**src/rtl/mult32_seq_if.sv**
```systemverilog
// Operand/result bundle between the control unit and the iterative multiplier.
// master drives the request; slave returns the registered product and status.
interface mult32_seq_if;
  logic        start;
  logic        is_signed;
  logic [31:0] a;
  logic [31:0] b;
  logic [31:0] hi;
  logic [31:0] lo;
  logic        busy;
  logic        done;

  modport master (
    output start,
    output is_signed,
    output a,
    output b,
    input  hi,
    input  lo,
    input  busy,
    input  done
  );

  modport slave (
    input  start,
    input  is_signed,
    input  a,
    input  b,
    output hi,
    output lo,
    output busy,
    output done
  );
endinterface

```
**src/rtl/mult32_seq.sv**
```systemverilog
// Iterative 32x32 shift-add multiplier: signed operands become magnitudes, 32 add/shift
// iterations follow, then the sign is applied and HI/LO are written in one step.
module mult32_seq (
  input logic          clk,
  input logic          rst,
  mult32_seq_if.slave  bus
);

  typedef enum logic [1:0] {StIdle, StRun, StFix} state_e;

  state_e      state_q;
  logic [31:0] mcand_q;
  logic [31:0] mult_q;
  logic [63:0] p_q;
  logic [5:0]  cnt_q;
  logic        neg_q;
  logic [31:0] hi_q;
  logic [31:0] lo_q;
  logic        busy_q;
  logic        done_q;

  logic [31:0] a_mag;
  logic [31:0] b_mag;
  logic [32:0] sum;
  logic [63:0] p_neg;

  // 0x80000000 negates to itself, which is exactly its magnitude read as unsigned.
  always_comb begin
    a_mag = (bus.is_signed && bus.a[31]) ? (~bus.a + 32'd1) : bus.a;
    b_mag = (bus.is_signed && bus.b[31]) ? (~bus.b + 32'd1) : bus.b;
  end

  always_comb begin
    sum   = {1'b0, p_q[63:32]} + (mult_q[0] ? {1'b0, mcand_q} : 33'd0);
    p_neg = ~p_q + 64'd1;
  end

  always_ff @(posedge clk or posedge rst) begin
    if (rst) begin
      state_q <= StIdle;
      mcand_q <= 32'd0;
      mult_q  <= 32'd0;
      p_q     <= 64'd0;
      cnt_q   <= 6'd0;
      neg_q   <= 1'b0;
      hi_q    <= 32'd0;
      lo_q    <= 32'd0;
      busy_q  <= 1'b0;
      done_q  <= 1'b0;
    end else begin
      done_q <= 1'b0;
      unique case (state_q)
        StIdle: begin
          if (bus.start) begin
            mcand_q <= a_mag;
            mult_q  <= b_mag;
            neg_q   <= bus.is_signed & (bus.a[31] ^ bus.b[31]);
            p_q     <= 64'd0;
            cnt_q   <= 6'd0;
            busy_q  <= 1'b1;
            state_q <= StRun;
          end
        end
        StRun: begin
          // Shift {carry, P, multiplier} right; the product settles entirely in P.
          p_q    <= {sum, p_q[31:1]};
          mult_q <= {p_q[0], mult_q[31:1]};
          cnt_q  <= cnt_q + 6'd1;
          if (cnt_q == 6'd31) begin
            state_q <= StFix;
          end
        end
        StFix: begin
          {hi_q, lo_q} <= neg_q ? p_neg : p_q;
          done_q       <= 1'b1;
          busy_q       <= 1'b0;
          state_q      <= StIdle;
        end
        default: begin
          state_q <= StIdle;
          busy_q  <= 1'b0;
        end
      endcase
    end
  end

  assign bus.hi   = hi_q;
  assign bus.lo   = lo_q;
  assign bus.busy = busy_q;
  assign bus.done = done_q;

endmodule

```
**src/flat_wrapper.sv**
```systemverilog
// flat-port wrapper written by rule: the top's interface ports become plain ports
module mult32_seq_flat 
  (clk, rst, bus_start, bus_is_signed, bus_a, bus_b, bus_hi, bus_lo, bus_busy, bus_done);
  mult32_seq_if bus_i ();
  input logic clk;
  input logic rst;
  input wire logic [$bits(bus_i.start)-1:0] bus_start;
  input wire logic [$bits(bus_i.is_signed)-1:0] bus_is_signed;
  input wire logic [$bits(bus_i.a)-1:0] bus_a;
  input wire logic [$bits(bus_i.b)-1:0] bus_b;
  output wire logic [$bits(bus_i.hi)-1:0] bus_hi;
  output wire logic [$bits(bus_i.lo)-1:0] bus_lo;
  output wire logic [$bits(bus_i.busy)-1:0] bus_busy;
  output wire logic [$bits(bus_i.done)-1:0] bus_done;
  assign bus_i.start = bus_start;
  assign bus_i.is_signed = bus_is_signed;
  assign bus_i.a = bus_a;
  assign bus_i.b = bus_b;
  assign bus_hi = bus_i.hi;
  assign bus_lo = bus_i.lo;
  assign bus_busy = bus_i.busy;
  assign bus_done = bus_i.done;
  mult32_seq u_core (.clk(clk), .rst(rst), .bus(bus_i));
endmodule
```
**config.mk**
```make
export PLATFORM = sky130hd
export DESIGN_NAME = mult32_seq_flat
export DESIGN_NICKNAME = d
export VERILOG_FILES = /design/src/rtl/mult32_seq_if.sv /design/src/rtl/mult32_seq.sv /design/src/flat_wrapper.sv
export SDC_FILE = /design/constraint.sdc
export NUM_CORES = 1
export LEC_CHECK = 0
export ABC_AREA = 1
export CAP_MARGIN = 40
export CORE_UTILIZATION = 45
export CTS_CLUSTER_SIZE = 20
export DETAILED_ROUTE_END_ITERATION = 12
export PLACE_DENSITY = 0.72
export RECOVER_POWER = 100
export SLEW_MARGIN = 10
export SYNTH_ARGS = -nofsm -noshare
export SYNTH_HDL_FRONTEND = slang
export SYNTH_SLANG_ARGS = --single-unit
```
**constraint.sdc**
```tcl
create_clock -name clk -period 5.7 [get_ports clk]
set_clock_uncertainty 0.15 [all_clocks]
set_input_delay 0.57 -clock clk [delete_from_list [all_inputs] [get_ports clk]]
set_output_delay 0.57 -clock clk [all_outputs]
set_load 0.1 [all_outputs]
```
### Word level (Yosys, flattened, before mapping)

Cells that the tools add are included.

* register bits: 203
* bits in latches: 0
* bits in writable memories: 0
* bits in read-only memories: 0
* output and inout bits: 66
* word-level logic and storage cells: 50
* memories kept: 0

* add/subtract/negate cells: 5
* multipliers: 0
* divide/modulo/power cells: 0
* $lt $le $gt $ge: 0
* eq/ne operators: 5
* shift operators: 0
* muxes and demuxes: 16
* bitwise operators: 6
* reductions and logical operators: 8

Operator list (count)
* two-way mux 32 bit: 4
* two-way mux 64 bit: 2
* case mux 64 bit (2 select lines): 1
* adder 32 x 1 -> 32 bit, second input constant: 2
* adder 64 x 1 -> 64 bit, second input constant: 1
* inverter 32 bit: 2
* inverter 64 bit: 1
* case mux 32 bit (2 select lines): 1
* adder 32 x 33 -> 33 bit: 1
* case mux 6 bit (2 select lines): 1
* AND reduction 2 bit: 4
* adder 6 x 1 -> 6 bit, second input constant: 1
* == test 6 x 5 -> 1 bit, second input constant: 1
* two-way mux 6 bit: 1
* two-way mux 2 bit: 2
* case mux 2 bit (2 select lines): 1
* == test 2 x 1 -> 1 bit, second input constant: 1
* == test 2 bit, second input constant: 1
* logical AND 1 bit: 2
* zero test 2 bit: 1
* two-way mux 1 bit: 2
* != test 2 x 1 -> 1 bit, second input constant: 1
* != test 2 bit, second input constant: 1
* case mux 1 bit (2 select lines): 1
* 4 further kinds: 4

### Longest topological paths before layout

* word-level depth: 5
* depth in mapped cells: 18
* mapped depth without buffers: 16

### Least setup slack after synthesis

No wires, ideal clock.

* kind: register to register
* start: reg u_core.mult_q[0]
* end: reg u_core.p_q[63]
* library setup time: 0.083 ns
* arrival: 2.256 ns
* setup slack: 3.212 ns
* stages on the path, launching flop included: 19
* path buffers: 2
* clock period less this slack: 2.488 ns
* cells stage by stage: dfrtp_1 > clkbuf_1 > clkbuf_1 > nand2_1 > inv_1 > ha_1 > inv_1 > fa_1 > inv_1 > nand3_1 > nand3_1 > nand2_1 > nand2_1 > nand2_1 > nand2_1 > nand2_1 > nand2_1 > nand2_1 > o21ai_0

* cells in the longest elaborated chain, start to end: 3

Ends and longest elaborated chain
* start: declaration: RTL line mult32_seq.sv:13 `logic [31:0] mult_q;`
* start signal: assignment: RTL line mult32_seq.sv:56 `mult_q <= b_mag;`
* start signal: assignment: RTL line mult32_seq.sv:67 `mult_q <= {p_q[0], mult_q[31:1]};`
* two-way mux 32 bit: RTL line mult32_seq.sv:34 `sum = {1'b0, p_q[63:32]} + (mult_q[0] ? {1'b0, mcand_q} : 33'd0);`
* adder 32 x 33 -> 33 bit: RTL line mult32_seq.sv:34
* case mux 64 bit (2 select lines): RTL line mult32_seq.sv:52 `unique case (state_q)`
* end signal: assignment: RTL line mult32_seq.sv:66 `p_q <= {sum, p_q[31:1]};`
* end: declaration: RTL line mult32_seq.sv:14 `logic [63:0] p_q;`

No other way between the ends.
A chain may end at the register's enable or synchronous reset.

### Worst setup path in the final report

* start: reg u_core.state_q[1]
* end: reg u_core.lo_q[5], in the netlist u_core.bus.lo[5]

* cells in the longest elaborated chain, start to end: 1

Ends and longest elaborated chain
* start: declaration: RTL line mult32_seq.sv:11 `state_e state_q;`
* start signal: assignment: RTL line mult32_seq.sv:40 `state_q <= StIdle;`
* start signal: assignment: RTL line mult32_seq.sv:61 `state_q <= StRun;`
* start signal: assignment: RTL line mult32_seq.sv:70 `state_q <= StFix;`
* == test 2 bit: RTL line mult32_seq.sv:52
* end signal: assignment: RTL line mult32_seq.sv:74 `{hi_q, lo_q} <= neg_q ? p_neg : p_q;`
* end: declaration: RTL line mult32_seq.sv:18 `logic [31:0] lo_q;`

No other way between the ends.

==> impl_metrics.env <==
export IMPL_p_sw_mw=4.57
export IMPL_routed_wl_um=39400
export IMPL_drt_iter0_markers=1192
export IMPL_fin_nets=2403
export IMPL_seq_area_frac_synth_pct=36.3
export IMPL_syn_area_um2=14000
export IMPL_initial_core_util_pct=45.8
export IMPL_cts_tree="built"
export IMPL_root_buffer="clkbuf_16"
export IMPL_grt_overflow=0
export IMPL_synth_top_family_by_area="simple AND/OR/NAND/NOR gates"
export IMPL_worstHoldPathType="register to register"
export IMPL_relSlewSlack_pct=-68.4
export IMPL_io_pins=134
export IMPL_synth_seq_cells=203
export IMPL_ant_nets=0
export IMPL_path_clk_slew_ns=0.06
export IMPL_ir_drop_mv=0.293
export IMPL_grt_setup_unrepaired="false"
export IMPL_p_int_mw=4.64
export IMPL_synth_simple_gate_area_share_pct=36.2
export IMPL_clock_sinks=203
export IMPL_grt_pass1_wl_um=65600
export IMPL_crit_path_end_kind="register"
export IMPL_setup_violations_final=0
export IMPL_antenna_found_initial=0
export IMPL_maxCapViolations=4
export IMPL_synth_edf_count=0
export IMPL_worst_ep_arrival_time_ns=4.11
export IMPL_layout_common_cells="nand2_1, inv_1, nor2_1"
export IMPL_synth_cell_types=46
export IMPL_critPathMaxStageDelay_ns=1.40
export IMPL_wire_per_inst_um=14.6
export IMPL_cp_required_ns=5.93
export IMPL_placed_area_um2=16700
export IMPL_syn_mean_instance_area_um2=6.58
export IMPL_fin_crit_ns=3.88
export IMPL_seq_area_um2=5080
export IMPL_num_rows=64
export IMPL_grt_pass1_vias=13441
export IMPL_holdBufCountCts=0
export IMPL_dpl_hpwl_um=30000
export IMPL_cts_resized_gates=0
export IMPL_synthToLayoutAreaGrowth_pct=20.0
export IMPL_cts_buffer_depth=3
export IMPL_cts_buffers=23
export IMPL_power_density_nw_per_um2=549
export IMPL_drc=0
export IMPL_synth_nets=2232
export IMPL_drt_pass1_iterations=5
export IMPL_failed_checks="max-capacitance violations, max-slew violations"
export IMPL_tns_ns=0
export IMPL_combPwrFrac_pct=54.8
export IMPL_synth_fa_ha_area_share_pct=3.36
export IMPL_power_frac_seq_pct=27.9
export IMPL_synth_xor_area_share_pct=3.75
export IMPL_synthMuxAreaShare_pct=0
export IMPL_async_reset_ff_share_pct=100
export IMPL_stdcell_area_um2=16800
export IMPL_grt_max_degree=129
export IMPL_final_common_cell="nand2_1"
export IMPL_synth_compound_area_share_pct=10.6
export IMPL_vias=14220
export IMPL_clk_latency_ns=0.53
export IMPL_multi_input_area_um2=7540
export IMPL_synthFlopType="dfrtp_1"
export IMPL_worstSetupPathType="register to register"
export IMPL_drive_gt1_share_pct=4.02
export IMPL_die_y_um=178
export IMPL_critical_path_top_cell_by_count="inv_1"
export IMPL_cp_buffers_inverters=4
export IMPL_slew_viol_final=182
export IMPL_yosysTopAreaCellShare_pct=36.3
export IMPL_grt_usage_pct=25.5
export IMPL_syn_inst=2127
export IMPL_fill_cells=3011
export IMPL_gp_congestion=0.962
export IMPL_run_status="finished, violations left"
export IMPL_fmax_ghz=0.258
export IMPL_final_hold_viol_count=0
export IMPL_post_cts_buffers=0
export IMPL_timing_final_crit_share_pct=68.1
export IMPL_worst_pin_slew_ns=2.53
export IMPL_via_per_inst=5.25
export IMPL_n_antenna_cell=0
export IMPL_rrSetupSlack_ns=1.82
export IMPL_switching_share_pct=49.6
export IMPL_yosys_warnings=0
export IMPL_p_leak_nw=8.49
export IMPL_slowest_stage="clkbuf_1"
export IMPL_coreArea_um2=30600
export IMPL_yosysTopAreaCell="dfrtp_1"
export IMPL_port_buffers=133
export IMPL_cp_cell_sequence="inv_1 > nor2_2 > clkbuf_1 > inv_1 > buf_4 > nand2_1 > o21ai_0"
export IMPL_cp_start_kind="register"
export IMPL_dieArea_um2=31800
export IMPL_critPathMaxFanout=73
export IMPL_cts_max_level=1
export IMPL_clockPowerShare_pct=17.3
export IMPL_die_width_um=178
export IMPL_synth_area_leaders="dfrtp_1, nand2_1, inv_1"
export IMPL_path_delay_family="buffers and inverters"
## power by group through the flow
| stage | registers, mW | clock network (mW) | logic, mW |
|---|---|---|---|
| 3_5_place_dp | 2.57 | 0 | 5.16 |
| 3_3_place_gp | 2.57 | 0 | 4.78 |
| 4_1_cts | 2.55 | 1.62 | 5.19 |
| 2_1_floorplan | 2.81 | 0 | 3.40 |
| 5_1_grt | 2.63 | 1.69 | 5.69 |
| 6_report | 2.57 | 1.59 | 5.05 |
## Yosys cell counts (5+ instances only)
library cell and count:
o21ai_0 122, nand2_2 13, o21ai_1 10, nand4_1 29, ha_1 36, o22ai_1 39
inv_2 5, nor2_2 9, or2_2 7, nand2_1 723, nor2_4 5, nor2_1 211
nor3_1 20, xor2_1 56, a21oi_1 41, nand3_1 184, dfrtp_1 203, clkbuf_1 33
buf_2 23, inv_1 281, o211ai_1 6, a22oi_1 26
## cell type report
| class | count | share of cell area (%) |
|---|---|---|
| clock buffer | 32 | 3.87 |
| timing repair buffer | 210 | 10.6 |
| tap | 396 | 2.95 |
| sequential | 203 | 30.3 |
| inverter | 287 | 6.42 |
| clock inverter | 9 | 1.01 |
| multi-input combinational | 1573 | 44.9 |
## final timing paths
path | start | to | cells past startpoint
worst max-delay path | u_core.state_q[1] | u_core.bus.lo[5] | 7
worst min-delay path | u_core.cnt_q[5] | u_core.state_q[1] | 1
max in group asynchronous | rst | u_core.p_q[29] | 3
worst min register to register | u_core.cnt_q[5] | u_core.state_q[1] | 1
worst max register to register | u_core.state_q[1] | u_core.bus.lo[5] | 7
min in group asynchronous | rst | u_core.bus.busy | 2
## flip-flops by register name (all words and copies together), names as in the netlist, 2 cells and up
name / flops
u_core.mcand_q: 32
u_core.cnt_q: 6
u_core.bus.hi: 32
u_core.p_q: 64
u_core.bus.lo: 32
u_core.mult_q: 32
u_core.state_q: 2
## stage by stage
stage	setup slack, ns	cells	power, mW	hold slack, ns	utilization, %
after floorplan	2.35	2127	6.20	0.261	-
after global placement	2.66	2601	7.35	0.273	51.1
after detailed placement	2.80	2669	7.73	0.287	54.6
after CTS	3.12	2710	9.36	0.294	57.3
after global routing	1.51	2710	10.0	0.309	54.9
final	1.82	2710	9.22	0.299	54.9
## cells by family after synthesis
family                   Yosys count
adder cells (fa/ha/maj)           37
buffers and inverters            351
XOR/XNOR                          60
AND/OR/NAND/NOR                 1216
AO/OA/AOI/OAI                    260
flip-flops                       203
## per-layer routing
layer  GRT usage [%]  vias to the layer above  share of wire (%)
met3            2.43                       62                6.3
met4            7.06                        0                2.0
li1                -                     7115                  -
met5               0                        -                  0
met2            41.5                      487                 45
met1            36.0                     6556                 47
No activity file was read; power rests on OpenSTA's default activity.
